## src/rtl/mem_port_arbiter.sv

```systemverilog
// mem_port_arbiter: shares one single-ported, fixed-latency memory between the
// fetch stage (instruction reads) and the memory stage (loads/stores).
// Data requests have fixed priority; one access occupies LATENCY+2 cycles.
// Optional build macro MEMARB_ALIGN_CHK_EN: odd grant addresses pulse err and
// the access proceeds with ram_addr[0] forced to 0.
module mem_port_arbiter #(
  parameter int unsigned LATENCY = 4
) (
  input  logic        clk,
  input  logic        rst,
  input  logic        if_req,
  input  logic [15:0] if_addr,
  input  logic        if_flush,
  input  logic        mem_rd,
  input  logic        mem_wr,
  input  logic [15:0] mem_addr,
  input  logic [15:0] mem_wdata,
  output logic        ram_en,
  output logic        ram_wr,
  output logic [15:0] ram_addr,
  output logic [15:0] ram_wdata,
  input  logic [15:0] ram_rdata,
  output logic [15:0] if_rdata,
  output logic        if_valid,
  output logic [15:0] mem_rdata,
  output logic        mem_valid,
  output logic        if_stall,
  output logic        mem_stall,
  output logic        err
);

  typedef enum logic [1:0] {IDLE, BUSY, RESP} state_t;

  state_t      state_q, state_d;
  logic [3:0]  cnt_q, cnt_d;
  logic        owner_q, owner_d;      // 1 = data stage, 0 = fetch
  logic        flush_q, flush_d;
  logic        ram_en_q, ram_en_d;
  logic        ram_wr_q, ram_wr_d;
  logic [15:0] ram_addr_q, ram_addr_d;
  logic [15:0] ram_wdata_q, ram_wdata_d;
  logic [15:0] if_rdata_q, if_rdata_d;
  logic [15:0] mem_rdata_q, mem_rdata_d;
  logic        if_valid_q, if_valid_d;
  logic        mem_valid_q, mem_valid_d;
  logic        err_q, err_d;

  logic        mem_req;
  logic [15:0] raw_addr;
  logic [15:0] grant_addr;
  logic        odd_err;

  assign mem_req = mem_rd | mem_wr;

  // Select the address of the requester that would win a grant, with optional alignment check.
  always_comb begin
    raw_addr   = mem_req ? mem_addr : if_addr;
    grant_addr = raw_addr;
`ifdef MEMARB_ALIGN_CHK_EN
    odd_err       = raw_addr[0];
    grant_addr[0] = 1'b0;
`else
    odd_err       = 1'b0;
`endif
  end

  // Next-state and next-output computation for the IDLE/BUSY/RESP sequencer.
  always_comb begin
    state_d     = state_q;
    cnt_d       = cnt_q;
    owner_d     = owner_q;
    flush_d     = flush_q;
    ram_en_d    = 1'b0;
    ram_wr_d    = 1'b0;
    ram_addr_d  = ram_addr_q;
    ram_wdata_d = ram_wdata_q;
    if_rdata_d  = if_rdata_q;
    mem_rdata_d = mem_rdata_q;
    if_valid_d  = 1'b0;
    mem_valid_d = 1'b0;
    err_d       = 1'b0;
    unique case (state_q)
      IDLE: begin
        if (mem_req || if_req) begin
          owner_d     = mem_req;
          flush_d     = 1'b0;
          ram_en_d    = 1'b1;
          ram_wr_d    = mem_req & mem_wr;
          ram_addr_d  = grant_addr;
          ram_wdata_d = mem_wdata;
          cnt_d       = 4'(LATENCY);
          err_d       = (mem_rd & mem_wr) | odd_err;
          state_d     = BUSY;
        end
      end
      BUSY: begin
        cnt_d = cnt_q - 4'd1;
        if (!owner_q && if_flush) flush_d = 1'b1;
        if (cnt_q == 4'd1) begin
          state_d = RESP;
          if (owner_q) begin
            mem_rdata_d = ram_rdata;
            mem_valid_d = 1'b1;
          end else begin
            if_rdata_d = ram_rdata;
            if_valid_d = ~flush_d;
          end
        end
      end
      RESP: begin
        if (!owner_q && if_flush) flush_d = 1'b1;
        state_d = IDLE;
      end
      default: state_d = IDLE;
    endcase
  end

  // State and registered outputs; reset abandons any in-flight access.
  always_ff @(posedge clk or negedge rst) begin
    if (!rst) begin
      state_q     <= IDLE;
      cnt_q       <= '0;
      owner_q     <= 1'b0;
      flush_q     <= 1'b0;
      ram_en_q    <= 1'b0;
      ram_wr_q    <= 1'b0;
      ram_addr_q  <= '0;
      ram_wdata_q <= '0;
      if_rdata_q  <= '0;
      mem_rdata_q <= '0;
      if_valid_q  <= 1'b0;
      mem_valid_q <= 1'b0;
      err_q       <= 1'b0;
    end else begin
      state_q     <= state_d;
      cnt_q       <= cnt_d;
      owner_q     <= owner_d;
      flush_q     <= flush_d;
      ram_en_q    <= ram_en_d;
      ram_wr_q    <= ram_wr_d;
      ram_addr_q  <= ram_addr_d;
      ram_wdata_q <= ram_wdata_d;
      if_rdata_q  <= if_rdata_d;
      mem_rdata_q <= mem_rdata_d;
      if_valid_q  <= if_valid_d;
      mem_valid_q <= mem_valid_d;
      err_q       <= err_d;
    end
  end

  assign ram_en    = ram_en_q;
  assign ram_wr    = ram_wr_q;
  assign ram_addr  = ram_addr_q;
  assign ram_wdata = ram_wdata_q;
  assign if_rdata  = if_rdata_q;
  assign mem_rdata = mem_rdata_q;
  assign mem_valid = mem_valid_q;
  assign err       = err_q;
  // A flush arriving in the RESP cycle itself must still suppress the fetch valid.
  assign if_valid  = if_valid_q & ~if_flush;
  assign if_stall  = rst & if_req & ~if_valid;
  assign mem_stall = rst & mem_req & ~mem_valid_q;

endmodule

```

## config.mk

```make
export PLATFORM = sky130hd
export DESIGN_NAME = mem_port_arbiter
export DESIGN_NICKNAME = d
export VERILOG_FILES = /design/src/rtl/mem_port_arbiter.sv
export SDC_FILE = /design/constraint.sdc
export NUM_CORES = 1
export LEC_CHECK = 0
export BUFFER_PORTS_ARGS = -buffer_cell sky130_fd_sc_hd__buf_2
export CAP_MARGIN = 40
export CORE_MARGIN = 1.5
export CORE_UTILIZATION = 45
export DETAILED_ROUTE_END_ITERATION = 10
export GPL_TIMING_DRIVEN = 0
export PLACE_DENSITY_LB_ADDON = 0.1
export SYNTH_ARGS = -nofsm -noshare
export SYNTH_HDL_FRONTEND = slang
export SYNTH_SLANG_ARGS = --single-unit
```

## constraint.sdc

```tcl
create_clock -name clk -period 2.3 [get_ports clk]
set_clock_uncertainty 0.2 [all_clocks]
set_input_delay 0 -clock clk [delete_from_list [all_inputs] [get_ports clk]]
set_output_delay 0 -clock clk [all_outputs]
set_load 0.02 [all_outputs]
```

Word level (Yosys, flattened, before mapping)
Cells that the tools add are included.

word-level totals
  word-level logic and storage cells = 66
  bits of input ports = 70
  register bits = 77
  output and inout bits = 71

operators by class
  eq/ne operators = 5
  bitwise operators = 13
  muxes and demuxes = 22
  reduce and logical (&&, ||, !) cells = 12
  $add $sub $neg = 1

operator list
  kind                   number
  $mux W16               1
  $mux W1                15
  $pmux W4 S2            1
  $reduce_and A2 Y1      4
  $and A1 B1 Y1          7
  $reduce_and A3 Y1      2
  $not A1 Y1             5
  $eq A4 B1 Y1 const B   1
  $mux W2                2
  $mux W4                1
  $ne A2 B2 Y1 const B   2
  $pmux W2 S2            1
  $sub A4 B1 Y4 const B  1
  $pmux W1 S3            1
  $reduce_bool A3 Y1     1
  $eq A2 B1 Y1 const B   1
  $eq A2 B2 Y1 const B   1
  $logic_not A2 Y1       1
  $reduce_bool A2 Y1     1
  $logic_and A1 B1 Y1    1
  $logic_not A1 Y1       1
  $logic_or A1 B1 Y1     1
  $or A1 B1 Y1           1

Longest topological paths before layout
  word-level depth = 8
  depth in mapped cells = 7

Worst setup path after synthesis
Ideal clock, no wire load.

  kind = reg-to-reg
  start = register cnt_q[1]
  end = register if_rdata_q[10], in the netlist if_rdata[10]
  arrival = 1.706 ns
  path slack = 0.269 ns
  period minus slack after synthesis = 2.031 ns
  buffers on the path = 1
  setup time = 0.125 ns
  cell stages (with the launch flop) = 7
  cell sequence = dfrtp_1 inv_1 ha_1 nor3b_4 nor3b_4 buf_8 mux2_2

on the way
  cells in the longest elaborated chain, start to end = 2

ends and longest elaborated chain
  item                                line  text
  start: declaration                  35    logic [3:0] cnt_q, cnt_d;
  start signal: assignment            136   cnt_q <= cnt_d;
  $eq A4 B1 Y1                        99    if (cnt_q == 4'd1) begin
  $reduce_and A3 Y1 (no source line)  -
  end signal: assignment              143   if_rdata_q <= if_rdata_d;
  end: declaration                    42    logic [15:0] if_rdata_q, if_rdata_d;

No other way between the ends.
A chain may end at the register's enable or synchronous reset.

Final worst setup path
  start = input mem_rd
  end = register ram_addr_q[9], in the netlist ram_addr[9]

on the way
  cells in the longest elaborated chain, start to end = 3
  elaborated cells between the ends (all ways) = 4
  classes of those cells = 1 x mux; 1 x bitwise; 2 x reduce/logical

ends and longest elaborated chain
  item                                line  text
  start: declaration                  14    input logic mem_rd,
  $or A1 B1 Y1 *                      53    assign mem_req = mem_rd | mem_wr;
  $logic_or A1 B1 Y1                  84    if (mem_req || if_req) begin
  $reduce_and A2 Y1 (no source line)  -
  end signal: assignment              141   ram_addr_q <= ram_addr_d;
  end: declaration                    40    logic [15:0] ram_addr_q, ram_addr_d;

Every way passes the cells marked *; elsewhere a longest branch is shown, timed or not.

==> results.md <==
* Worst slew margin at 0.677
* Setup crit start kind: input port
* DR WL met3 at 595 um
* Core area at 6830 um2
* Antenna Cells at 0
* Chip height at 87.2 um
* RSZ-0062 raised after global routing: true
* Die Area at 7600 um2
* Fin crit period at 2.20 ns
* Hold WS at 0.173 ns
* Mapped Nets at 311
* Asr flop ratio synth at 1.00
* Buffers & Inverters on Critical Path at 4
* Worst path cell trace: dlygate4sd3_1, clkbuf_1, nor2_4, buf_4, mux2i_1, dlygate4sd3_1, o21ai_0
* Max-slew violation count at 0
* IO buf count at 138
* Layout Cells excl Fill at 565
* Final HPWL DP at 5050 um
* Crit path DAT at 2.23 ns
* DR iter-0 viols at 53
* Syn Area/Cell at 13.5 um2
* Crit-path max cell delay at 0.59 ns
* GP Congestion at 0.761
* Crit end category: register
* Critical path's most frequent cell: dlygate4sd3_1
* Starting Density at 0.467
* Sequential area share after synthesis at 0.604
* Syn Std Cell Area at 3190 um2
* Tcrit/Tclk final at 0.958
* Clock Root Buffer: clkbuf_8
* Via count at 2720
* Yosys reg bits at 77
* Largest net degree at the start of global routing at 49
* Status: finished clean
* Critical path start-end classification: input port to register
* FF/Latch Area at 1930 um2
* Final TNS setup at 0 ns
* Die width at 87.2 um
* Max layer used: met4
* Layout net count at 539
* Cts bufs inserted at 9
* Drt wl/cell at 15.6 um
* Max Buffers Root-to-Sink at 2
* Actual slew at the worst max-slew pin at 0.484 ns
* Synthesis Warnings at 0
* Fillers at 480
* Cell Pwr Density at 1240 nW/um2
* EDFF count, synth at 0
* First drt pass iteration count at 5
* Total Wirelength at 8790 um
* Via density at 4.81
* CTS HTree Levels at 3
* Synth cell types at 32
* Worst path required time at 2.33 ns
* Layout cell share with drive strength beyond 1 at 0.478
* Rows at 30
* Delay-heaviest family, CP: buffers and inverters
* CP max stage cell: dlygate4sd3_1
* Worst-path maximum fanout at 10
* Max-Cap Viols at 0
* M1 WL at 3680 um
* # DRC at 0
* Hold Vio Cnt, Final at 0
* Min-Delay Path Class: input port to register
* Clk sinks at 77
* Post-layout util at 0.734
* Ports at 141
* Worst-path clk slew at 0.08 ns
* Cell count after synthesis at 236
* Area delta synth->final at 57.3%
* Vias in the first global route at 2778
* Total track usage at 0.238
* Post-DRT Antenna Nets at 0
* Met2 WL at 4340 um
* Initial antenna violation count at 0
* GRT overflow at 0
* # setup viols final at 0
* First-pass GRT wire length at 13400 um
* Fmax at 454 MHz
* VDD IR max at 0.630 mV
* Post-synth top flop: dfrtp_1
* Clk_lat worst skew at 0.36 ns
* Placed cells at 472
* Area of the multi-input gates at 1180 um2
* Leak at 2.47 nW
* CTS tree: done
## cell families (layout without fill, tap and decap cells)
group	count (synthesis)	in the layout	share of synthesized area
simple gates	42	42	0.0738
fa+ha+maj	5	5	0.0196
buf+inv	18	251	0.0279
compound gates	30	30	0.0546
mux	64	64	0.220
flops	77	77	0.604
## area by class of cell
| type | instances | area share |
|---|---|---|
| sequential | 77 | 0.384 |
| timing repair buffer | 217 | 0.298 |
| multi-input combinational | 141 | 0.235 |
| clock buffer | 9 | 0.0247 |
| tap | 96 | 0.0240 |
| clock inverter | 7 | 0.0165 |
| buffer | 11 | 0.0125 |
| inverter | 7 | 0.00524 |
## cells in the mapped netlist, types with 2 or more instances
library cell	n	area (um2)
nor3b_4	2	37.5
inv_1	7	26.3
a21oi_1	2	10.0
ha_1	5	62.6
nor2_1	4	15.0
mux2_2	48	541
mux2i_1	16	160
nor4b_1	2	17.5
buf_2	5	25.0
nand2_1	23	86.3
clkbuf_1	4	15.0
o21ai_0	22	110
dfrtp_1	77	1930
## through the flow
stage | power, mW | setup WS [ns] | area, um2
floorplan | 4.03 | 0.269 | 3190
global placement | 4.89 | 0.0479 | 4000
detailed placement | 4.97 | 0.00724 | 4030
CTS | 6.16 | 0.00142 | 4970
global route | 6.57 | -0.0272 | 5010
finish | 6.19 | 0.0964 | 5010
## layout by cell type (no fill, tap or decap), types with 2 or more instances in the layout
cell,instances
a21oi_1,2
buf_2,143
buf_4,7
clkbuf_1,4
clkbuf_8,9
clkinvlp_4,2
dfrtp_1,77
dlygate4sd3_1,71
ha_1,5
inv_1,7
inv_6,2
mux2_2,48
mux2i_1,16
nand2_1,23
nor2_1,4
nor3b_4,2
nor4b_1,2
o21ai_0,22
## power breakdown
part           internal [mW]  switching (mW)
Clock                  0.518           0.552
Sequential              1.99           0.341
Combinational           1.16            1.63
## per-layer routing
layer | vias to the layer above | track usage
met1 | 1316 | 0.288
met3 | 14 | 0.0673
met4 | 0 | 0.0981
li1 | 1283 | -
met5 | - | 0
met2 | 107 | 0.399
## worst reg2reg max path: cells and delay by family, from the launching register on
| family | cells | cell delay [ns] |
|---|---|---|
| adder cells (fa/ha/maj) | 1 | 0.16 |
| buffers and inverters | 2 | 0.30 |
| flip-flops | 1 | 0.38 |
| multiplexers | 1 | 0.35 |
| AND/OR/NAND/NOR | 2 | 0.69 |
## flip-flops by register name (all words and copies together) (netlist names)
register and count:
ram_wr 1, ram_addr 16, state_q 2, cnt_q 4, if_rdata 16, ram_wdata 16, owner_q 1, err 1
mem_rdata 16, ram_en 1, if_valid_q 1, flush_q 1, mem_valid 1
## final timing paths
kind | slack [ns] | from | cells after the start | to
worst max-delay path | 0.1 | mem_rd | 7 | ram_addr[9]
worst min-delay path | 0.17 | if_flush | 3 | if_valid_q
worst max register to register | 0.12 | cnt_q[1] | 6 | if_rdata[6]
worst min register to register | 0.22 | flush_q | 1 | if_valid_q
max in group asynchronous | 1.08 | rst | 4 | cnt_q[2]
min in group asynchronous | 0.57 | rst | 4 | ram_wdata[6]
## what timing repair did
| item | in CTS | in global routing |
|---|---|---|
| hold endpoints to repair | 150 | 0 |
| hold buffers | 72 | 0 |
| resized for setup | 0 | 1 |
| setup buffers | 0 | 5 |
| setup endpoints to repair | 0 | 18 |
(Power assumes the default switching activity.)
